## src/rtl/alu_arbiter.sv

```systemverilog
// Round-robin front end that shares one combinational ALU between two requesters.
// It holds the ALU inputs for a per-op number of cycles and returns the result over a valid/ready channel.
module alu_arbiter #(
   parameter int unsigned MUL_CYCLES = 2
) (
   input  logic        clk,
   input  logic        rst_n,
   input  logic        a_valid,
   input  logic        b_valid,
   output logic        a_ready,
   output logic        b_ready,
   input  logic [31:0] a_op1,
   input  logic [31:0] a_op2,
   input  logic [31:0] b_op1,
   input  logic [31:0] b_op2,
   input  logic [3:0]  a_sel,
   input  logic [3:0]  b_sel,
   output logic [31:0] alu_op1,
   output logic [31:0] alu_op2,
   output logic [3:0]  alu_sel,
   input  logic [31:0] alu_out,
   output logic        rsp_valid,
   input  logic        rsp_ready,
   output logic [31:0] rsp_data,
   output logic        rsp_zf,
   output logic        rsp_id,
   output logic        rsp_err,
   output logic        busy
);

   localparam logic [3:0] SEL_AND = 4'b0000;
   localparam logic [3:0] SEL_OR  = 4'b0001;
   localparam logic [3:0] SEL_ADD = 4'b0010;
   localparam logic [3:0] SEL_MUL = 4'b0101;
   localparam logic [3:0] SEL_SUB = 4'b0110;
   localparam logic [3:0] SEL_SLT = 4'b0111;
   localparam logic [3:0] MUL_CNT = MUL_CYCLES[3:0];

   typedef enum logic [1:0] {
      IDLE = 2'd0,
      EXEC = 2'd1,
      RESP = 2'd2
   } state_t;

   state_t      state;
   logic        last_grant;
   logic [3:0]  cnt;
   logic        accept;
   logic        grant_b;
   logic [31:0] req_op1;
   logic [31:0] req_op2;
   logic [3:0]  req_sel;
   logic        sel_ok;

   // On a tie the port that did not win last time is granted.
   // NOTE: every always_comb output gets a default first so no latch is inferred.
   always_comb begin
      a_ready = 1'b0;
      b_ready = 1'b0;
      if (state == IDLE) begin
         a_ready = a_valid && (!b_valid || last_grant);
         b_ready = b_valid && (!a_valid || !last_grant);
      end
   end

   assign accept  = a_ready || b_ready;
   assign grant_b = b_ready;
   assign req_op1 = grant_b ? b_op1 : a_op1;
   assign req_op2 = grant_b ? b_op2 : a_op2;
   assign req_sel = grant_b ? b_sel : a_sel;

   always_comb begin
      case (req_sel)
         SEL_AND, SEL_OR, SEL_ADD, SEL_SUB, SEL_SLT, SEL_MUL: sel_ok = 1'b1;
         default:                                             sel_ok = 1'b0;
      endcase
   end

   assign rsp_valid = (state == RESP);
   assign busy      = (state != IDLE);

   // NOTE: state is updated with non-blocking assignments only, so every read sees the pre-edge value.
   always_ff @(posedge clk or negedge rst_n) begin
      if (!rst_n) begin
         state      <= IDLE;
         last_grant <= 1'b1;
         cnt        <= 4'd0;
         alu_op1    <= '0;
         alu_op2    <= '0;
         alu_sel    <= 4'b0000;
         rsp_data   <= '0;
         rsp_zf     <= 1'b0;
         rsp_id     <= 1'b0;
         rsp_err    <= 1'b0;
      end else begin
         case (state)
            IDLE: begin
               if (accept) begin
                  alu_op1    <= req_op1;
                  alu_op2    <= req_op2;
                  alu_sel    <= req_sel;
                  rsp_id     <= grant_b;
                  last_grant <= grant_b;
                  cnt        <= (req_sel == SEL_MUL) ? MUL_CNT : 4'd1;
                  if (sel_ok) begin
                     state <= EXEC;
                  end else begin
                     // Unsupported op skips the ALU entirely.
                     state    <= RESP;
                     rsp_err  <= 1'b1;
                     rsp_data <= '0;
                     rsp_zf   <= 1'b0;
                  end
               end
            end
            EXEC: begin
               cnt <= cnt - 4'd1;
               if (cnt == 4'd1) begin
                  rsp_data <= alu_out;
                  rsp_zf   <= (alu_out == '0);
                  rsp_err  <= 1'b0;
                  state    <= RESP;
               end
            end
            RESP: begin
               if (rsp_ready) state <= IDLE;
            end
            default: state <= IDLE;
         endcase
      end
   end

endmodule

```

## config.mk

```make
export PLATFORM = sky130hd
export DESIGN_NAME = alu_arbiter
export DESIGN_NICKNAME = d
export VERILOG_FILES = /design/src/rtl/alu_arbiter.sv
export SDC_FILE = /design/constraint.sdc
export NUM_CORES = 1
export LEC_CHECK = 0
export ABC_CLOCK_PERIOD_IN_PS = 1900
export BUFFER_PORTS_ARGS = -buffer_cell sky130_fd_sc_hd__buf_2
export CORE_MARGIN = 2
export CORE_UTILIZATION = 44
export DETAILED_ROUTE_END_ITERATION = 8
export GPL_TIMING_DRIVEN = 1
export PLACE_DENSITY = 0.88
export SLEW_MARGIN = 5
export SYNTH_ARGS = -nofsm -noshare
export SYNTH_HDL_FRONTEND = slang
export SYNTH_SLANG_ARGS = --single-unit
```

## constraint.sdc

```tcl
create_clock -name clk -period 1.9 [get_ports clk]
set_input_delay 0.19 -clock clk [delete_from_list [all_inputs] [get_ports clk]]
set_output_delay 0.19 -clock clk [all_outputs]
set_load 0.03 [all_outputs]
```

== Yosys cells after proc, flatten, opt, wreduce, memory -nomap -nowiden ==
Cells that the tools add are included.

* Add/subtract/negate cells: 1
* Multipliers: 0
* Div/mod/pow operators: 0
* $lt $le $gt $ge: 0
* Eq/ne operators: 12
* Shifts and indexed selects: 0
* Multiplexer cells: 26
* Bitwise logic cells: 0
* Reduce and logical (&&, ||, !) cells: 18

{| class="wikitable"
|+ Operator list
! cell !! count
|-
| two-way mux 32 bit || 5
|-
| case mux 32 bit (2 select lines) || 1
|-
| logical NOT 32 bit || 1
|-
| == test 4 x 3 -> 1 bit, second input constant || 3
|-
| two-way mux 2 bit || 5
|-
| two-way mux 1 bit || 9
|-
| == test 4 x 1 -> 1 bit, second input constant || 2
|-
| two-way mux 4 bit || 2
|-
| case mux 4 bit (2 select lines) || 1
|-
| inequality test 2 bit, second input constant || 3
|-
| case mux 2 bit (3 select lines) || 1
|-
| OR reduction 6 bit || 1
|-
| == test 4 x 2 -> 1 bit, second input constant || 1
|-
| logical NOT 4 bit || 1
|-
| case mux 1 bit (2 select lines) || 2
|-
| AND reduction 2 bit || 2
|-
| AND reduction 4 bit || 1
|-
| nonzero test 2 bit || 2
|-
| subtractor 4 x 1 -> 4 bit, second input constant || 1
|-
| logical NOT 1 bit || 3
|-
| logical OR 1 bit || 3
|-
| AND reduction 3 bit || 1
|-
| == test 2 x 1 -> 1 bit, second input constant || 1
|-
| == test 2 bit, second input constant || 1
|-
| other kinds (3) || 4
|}

* Register bits: 110
* Latch bits: 0
* RAM bits: 0
* Bits in read-only memories: 0
* Input bits: 173
* Output and inout bits: 107
* Word-level logic and storage cells: 67
* Memories: 0

== Logic depth before layout (Yosys ltp) ==
Gate-level depths: netlist of run 1.

* Depth after elaboration: 11
* Mapped depth: 8
* Mapped depth without buffers: 7

== Worst setup path after synthesis of run 1 ==
OpenSTA, ideal clock, no wires.

* Path kind: flip-flop to flip-flop
* Start point: register cnt[1]
* End point: register rsp_data[10]
* Data arrival time: 1.637 ns
* Path slack: 0.142 ns
* Stages on the path, launching flop included: 9
* Buffers on the path: 1
* Cells stage by stage: dfrtp_1 -> inv_1 -> ha_1 -> nor3b_1 -> nand2_1 -> a21oi_1 -> o311ai_4 -> buf_6 -> a22o_1

* Word-level cells in the longest chain between the ends: 3

{| class="wikitable"
|+ RTL lines
! element !! RTL line !! source
|-
| start, declared || 47 || <nowiki>logic [3:0] cnt;</nowiki>
|-
| start signal, assigned || 104 || <nowiki>cnt <= (req_sel == SEL_MUL) ? MUL_CNT : 4'd1;</nowiki>
|-
| start signal, assigned || 117 || <nowiki>cnt <= cnt - 4'd1;</nowiki>
|-
| == test 4 x 1 -> 1 bit || 118 || <nowiki>if (cnt == 4'd1) begin</nowiki>
|-
| inequality test 2 bit (no line) || n/a ||
|-
| AND reduction 4 bit (no line) || n/a ||
|-
| end signal, assigned || 119 || <nowiki>rsp_data <= alu_out;</nowiki>
|-
| end, declared || 24 || <nowiki>output logic [31:0] rsp_data,</nowiki>
|}

Every way passes these cells.
A chain may end at the register's enable or synchronous reset.

== Worst setup path in the final report of run 1 ==
* Start point: register state[1]
* End point: output b_ready

* Word-level cells in the longest chain between the ends: 2

{| class="wikitable"
|+ RTL lines
! element !! RTL line !! source
|-
| start, declared || 45 || <nowiki>state_t state;</nowiki>
|-
| start signal, assigned || 85 || <nowiki>state <= IDLE;</nowiki>
|-
| start signal, assigned || 106 || <nowiki>state <= EXEC;</nowiki>
|-
| start signal, assigned || 109 || <nowiki>state <= RESP;</nowiki>
|-
| logical NOT 2 bit || 60 || <nowiki>if (state == IDLE) begin</nowiki>
|-
| two-way mux 1 bit || 60 ||
|-
| end, declared || 11 || <nowiki>output logic b_ready,</nowiki>
|}

Every way passes these cells.

==> flow_summary_export.csv, run 1 <==
group,metric,value,unit
status,outcome,"completed",
sta,finClkSkew,0.0147,ns
synth,synth.avg_cell_area,9.36,sq um
clocking,clk_latency,0.37,ns
job,drv_cap,0,
grt,grt_usage,23.0,%
synth,synth-seq-cells,110,
cells_and_area,final_util,61.9,%
routing,routed_wl,13.7,mm
routing,drcViolationCount,0,
power_and_ir_drop,p_sw_share,47.6,%
routing,ant_nets,0,
power_and_ir_drop,cellPowerDensity,1710,nW/um^2
clocking,cts-root-buf,"clkbuf_8",
sta,grt_setup_unrepaired,"false",
routing,dr.first_iter.drc_count,296,
sta,clock.fmax,558,MHz
sta,hold_viol,0,
cells_and_area,layout-drive-gt1-share,40.0,%
sta,setup_viol,0,
sta,drv_slew,0,
sta,maxSlewHeadroom,62.0,%
placement,io_buffers,279,
sta,worst_slew_pin_slew,0.570,ns
floorplanning,core_area,10800,sq um
setup_path,path_max_fanout,24,
floorplanning,initial_core_util,44.9,%
sta,post-route-min-period,1.79,ns
cells_and_area,fin_nets,963,
clocking,cts_buffers,9,
setup_path,critPathMaxStageDelay,0.47,ns
power_and_ir_drop,comb_power_share,53.9,%
floorplanning,die_area,11900,sq um
placement,place_hpwl,10.1,mm
placement,post-place-ws,0.0190,ns
sta,setup_ws,0.108,ns
clocking,cts_tree,"yes",
power_and_ir_drop,power.internal,5.98,mW
grt,overflow,0,
grt,grt_max_degree,111,
cells_and_area,n_fill_cell,925,
worst_hold_path,hp-class,"in -> reg",
power_and_ir_drop,peakVddDrop,958,uV
cells_and_area,area_growth,37.7,%
setup_path,cp.required,1.71,ns
synth,synth_top_cell_by_area,"dfrtp_1",
cells_and_area,n_antenna_cell,0,
setup_path,critPathSlowestCell,"dfrtp_2",
synth,netlist_area,4850,sq um
synth,synth_edf_count,0,
sta,whs,0.0566,ns
synth,seq_area_frac_synth,56.8,%
synth,syn_inst,518,
synth,ys.flop_type,"dfrtp_1",
clocking,path_clk_slew,0.09,ns
setup_path,critPathKind,"reg -> out",
sta,min_period_over_period,94.3,%
power_and_ir_drop,p_seq_share,34.0,%
synth,synth.top_cell.area_share,56.3,%
grt,antenna_found_initial,0,
synth,synth_fp_nets,693,
cells_and_area,seq_area,2760,sq um
floorplanning,io_pins,280,
routing,viasPerCell,5.13,
grt,grt_pass1_wl,21.5,mm
clocking,cts.sinks,110,
synth,async_flop_share,100,%
synth,yosys.cell_types.count,37,
grt,grt_pass1_vias,4583,
setup_path,arrival,1.60,ns
synth,yosys_warnings,0,
power_and_ir_drop,switchingPower,5.43,mW
setup_path,endpoint_kind,"output pin",
floorplanning,fp.dieH,109,microns
synth,synth_area_leaders,"dfrtp_1 (56%), nand2_1 (11%), a31oi_1 (8.9%)",
routing,num_vias,4787,
setup_path,cp_cell_sequence,"nor2_4 > nand3_4 > inv_2 > buf_12 > buf_4",
placement,place_congestion,0.841,
power_and_ir_drop,clkPwrFrac,12.1,%
floorplanning,die_w,109,microns
power_and_ir_drop,total_power,11.4,mW
sta,fin_tns_setup,0,ns
routing,dr.pass1.iters,4,
clocking,h-tree-depth,3,
floorplanning,rows,38,
setup_path,start_kind,"register",
setup_path,r2r_slack,0.16,ns
routing,post_drt_wl_per_cell,14.7,microns
clocking,clockBufferDepth,2,
cells_and_area,multi_input_area,1900,sq um
power_and_ir_drop,p_leak,3.45,nW
==> critical path, delay by kind of cell (launching register included) <==
kind | cells | cell delay (ns)
buf+inv | 3 | 0.52
flops | 1 | 0.47
simple gates | 2 | 0.24
==> stage by stage <==
step | instance area, sq um | std cells
2_1_floorplan | 4850 | 518
3_3_place_gp | 6410 | 914
3_5_place_dp | 6410 | 914
4_1_cts | 6670 | 933
5_1_grt | 6680 | 933
6_report | 6680 | 933
==> power groups by stage <==
stage / sequential (mW) / combinational (mW) / clock, mW
final: 3.88 / 6.15 / 1.38
after global routing: 4.01 / 6.69 / 1.51
after CTS: 3.89 / 6.19 / 1.43
after detailed placement: 3.92 / 6.07 / 0
after global placement: 3.89 / 5.93 / 0
after floorplan: 5.68 / 2.39 / 0
==> cell families after synthesis <==
family | share of synthesized area (%)
AND/OR/NAND/NOR | 20.6
AO/OA/AOI/OAI | 17.2
flip-flops | 56.8
buffers and inverters | 4.28
XOR/XNOR | 0.361
adder cells (fa/ha/maj) | 0.516
multiplexers | 0.232
==> sequential cells by signal (all words and copies together), names as in the netlist <==
| signal | flops |
|---|---|
| alu_op1 | 32 |
| alu_op2 | 32 |
| alu_sel | 4 |
| cnt | 4 |
| last_grant | 1 |
| rsp_data | 32 |
| rsp_err | 1 |
| rsp_id | 1 |
| rsp_zf | 1 |
| state | 2 |
==> layout by cell type, fill, tap and decap left out, drive strengths merged, types with 5 or more instances in the layout <==
| cell type | n |
|---|---|
| buf | 293 |
| nand2 | 143 |
| dfrtp | 109 |
| inv | 9 |
| nor4 | 9 |
| nor2 | 77 |
| o21ai | 5 |
| a31oi | 69 |
| a22o | 32 |
| clkbuf | 12 |
==> layer usage <==
metal | wire length [microns] | global-route usage (%) | vias to the layer above
li1 | - | - | 2326
met1 | 5230 | 25.8 | 2217
met2 | 7000 | 42.1 | 221
met3 | 1290 | 6.58 | 23
met4 | 206 | 6.78 | 0
met5 | 0 | 0 | -
==> path summary, 6_finish.rpt <==
path / start / endpoint / cells after the start
worst max register to register: cnt[1] / rsp_data[28] / 8
worst min register to register: rsp_data[1] / rsp_data[1] / 1
min in group asynchronous: rst_n / rsp_data[27] / 3
max in group asynchronous: rst_n / state[1] / 3
worst min-delay path: rsp_ready / state[1] / 2
worst max-delay path: state[1] / b_ready / 5
==> cell usage after synthesis, types with 2 or more instances <==
master    number
nor4_1         9
inv_1          7
nand2_1      143
a221oi_1       2
clkbuf_1      16
dfrtp_1      109
a21oi_1        4
buf_6          3
nor2_1        76
a22o_1        32
nor2b_1        2
o21ai_0        5
a31oi_1       69
buf_2         16
nand2b_1       2
ha_1           2
==> layout make-up <==
class,instances,area share [%]
Clock buffer,12,2.02
Multi-Input combinational cell,364,28.5
Timing Repair Buffer,295,24.3
Sequential cell,110,41.3
Inverter,8,0.450
Tap cell,140,2.62
Clock inverter,4,0.824
==> timing repair <==
item	4_1_cts	5_1_grt
hold buffers	1	0
resized for setup	4	3
pin swaps	1	0
hold endpoints to repair	109	0
cloned	1	0
setup endpoints to repair	1	34
buffers inserted	1	0
Note: power is estimated with default switching activity, not from simulation.
==> inputs of run 2 (changes only) <==
==> constraint.sdc (replaced) <==
create_clock -name clk -period 1.9 [get_ports clk]
set_input_delay 0.285 -clock clk [delete_from_list [all_inputs] [get_ports clk]]
set_output_delay 0.285 -clock clk [all_outputs]
set_load 0.03 [all_outputs]
==> run 2 against run 1 <==
  * Utilization up 0.59 points
  * Die area unchanged
  * Global-route usage fell by 0.074 points
  * Sequential share of layout area shrank 0.39 points
  * Non-clock buffer count is 5 higher
  * Critical path depth stayed put
  * Clock skew is 0.0035 ns higher
  * Hold slack better by 0.066 ns
  * Wire length rose by 1.3%
  * Maximum frequency shrank 0.93%
  * Sequential power barely moved
  * Sequential cell count did not move
  * Critical endpoint unchanged
  * Largest cell class unchanged
  * Highest routed layer unchanged
==> flow_summary_export.csv, run 2 (same netlist as run 1, synthesis figures left out) <==
group,metric,value,unit
status,outcome,"completed",
cells_and_area,largestRegisters,"alu_op1 x32, alu_op2 x32, rsp_data x32",
clocking,path_clk_slew,0.10,ns
placement,place_hpwl,10.1,mm
sta,worst_slew_pin_slew,0.454,ns
sta,finClkSkew,0.0182,ns
sta,clock.fmax,553,MHz
routing,dr.first_iter.drc_count,326,
cells_and_area,layout-drive-gt1-share,40.7,%
cells_and_area,area_growth,39.0,%
setup_path,critPathSlowestCell,"dfstp_2",
floorplanning,die_area,11900,sq um
power_and_ir_drop,cellPowerDensity,1700,nW/um^2
routing,num_vias,4823,
clocking,h-tree-depth,3,
setup_path,arrival,1.52,ns
cells_and_area,mostFrequentLayoutCells,"buf_2 (276), nand2_1 (143), dfrtp_1 (108)",
job,drv_cap,0,
setup_path,critPathMaxStageDelay,0.56,ns
placement,io_buffers,279,
placement,dp_cells,914,
routing,post_drt_wl_per_cell,14.8,microns
sta,fin_tns_setup,0,ns
floorplanning,core_area,10800,sq um
grt,grt_usage,22.9,%
sta,setup_viol,0,
power_and_ir_drop,p_leak,3.48,nW
grt,antenna_found_initial,0,
clocking,cts_tree,"yes",
power_and_ir_drop,peakVddDrop,1030,uV
power_and_ir_drop,total_power,11.4,mW
worst_hold_path,hp-class,"in -> reg",
sta,maxSlewHeadroom,69.4,%
setup_path,endpoint_kind,"output pin",
routing,routed_wl,13.9,mm
routing,drcViolationCount,0,
grt,grt_max_degree,88,
floorplanning,initial_core_util,44.9,%
cells_and_area,final_cell_area,6740,sq um
cells_and_area,final_cells,937,
clocking,cts.sinks,110,
placement,place_congestion,0.789,
sta,drv_slew,0,
cells_and_area,n_fill_cell,896,
routing,viasPerCell,5.15,
floorplanning,rows,38,
sta,post-route-min-period,1.81,ns
clocking,clockBufferDepth,2,
setup_path,cp.required,1.62,ns
cells_and_area,fin_nets,968,
grt,grt_pass1_wl,21.2,mm
setup_path,cp_cell_sequence,"nand2_1 > nand3_4 > inv_4 > buf_12 > buf_4",
routing,ant_nets,0,
setup_path,start_kind,"register",
sta,min_period_over_period,95.2,%
grt,overflow,0,
clocking,clk_latency,0.36,ns
cells_and_area,layout_commonest_cell,"buf_2",
floorplanning,die_w,109,microns
sta,hold_viol,0,
placement,post_dp_cell_area,6450,sq um
clocking,cts_buffers,9,
grt,grt_pass1_vias,4448,
cells_and_area,final_util,62.5,%
routing,dr.pass1.iters,7,
cells_and_area,n_antenna_cell,0,
setup_path,path_max_fanout,24,
clocking,cts-root-buf,"clkbuf_8",
setup_path,critPathKind,"reg -> out",
floorplanning,io_pins,280,
floorplanning,fp.dieH,109,microns
[run 2: final timing paths]
kind	startpoint	endpoint	slack, ns	depth (start not counted)
hold reg to reg	rsp_data[1]	rsp_data[1]	0.51	1
hold / removal	rsp_ready	state[1]	0.12	2
max in group asynchronous	rst_n	alu_op1[9]	0.90	3
setup / recovery	last_grant	b_ready	0.09	5
setup reg to reg	last_grant	rsp_zf	0.10	6
min in group asynchronous	rst_n	rsp_data[28]	0.39	2
[run 2: report_power, final]
group	internal [mW]	total, mW	leakage (nW)	switching [mW]
Combinational	2.13	6.27	2.08	4.15
Sequential	3.33	3.87	1.31	0.542
Clock	0.489	1.30	0.0837	0.812
Total	5.95	11.4	3.48	5.50
[run 2: final cells by class]
class / instances / area, sq um / share of cell area [%]
sequential: 110 / 2760 / 40.9
multi-input combinational: 364 / 1910 / 28.3
timing repair buffer: 300 / 1700 / 25.2
tap: 140 / 175 / 2.60
clock buffer: 10 / 128 / 1.89
clock inverter: 5 / 42.5 / 0.631
inverter: 8 / 32.5 / 0.483
[run 2: metrics by stage]
stage,setup WS [ns],hold slack [ns]
detailed placement,0.0364,0.255
floorplan,0.142,-0.0106
finish,0.0914,0.122
global placement,0.0990,0.249
CTS,0.00296,0.105
global route,-0.00766,0.0931
[run 2: critical path: cells and delay by family (launching register included)]
kind                   cells  cell delay, ns
flip-flops                 1            0.56
buffers and inverters      3            0.40
AND/OR/NAND/NOR            2            0.21
[run 2: layer usage]
metal / global-route usage [%] / wire length, microns / up-vias
li1: - / - / 2331
met4: 7.69 / 272 / 0
met1: 28.6 / 5590 / 2227
met2: 38.2 / 6840 / 237
met5: 0 / 0 / -
met3: 6.58 / 1210 / 28
[run 2: repair_timing]
| item | 4_1_cts | 5_1_grt |
|---|---|---|
| cloned | 1 | 0 |
| setup buffers | 2 | 4 |
| endpoints found under the hold margin | 28 | 0 |
| gates resized for setup | 2 | 6 |
| hold buffers | 1 | 0 |
| endpoints found under the setup margin | 1 | 36 |
| pin swaps | 1 | 1 |
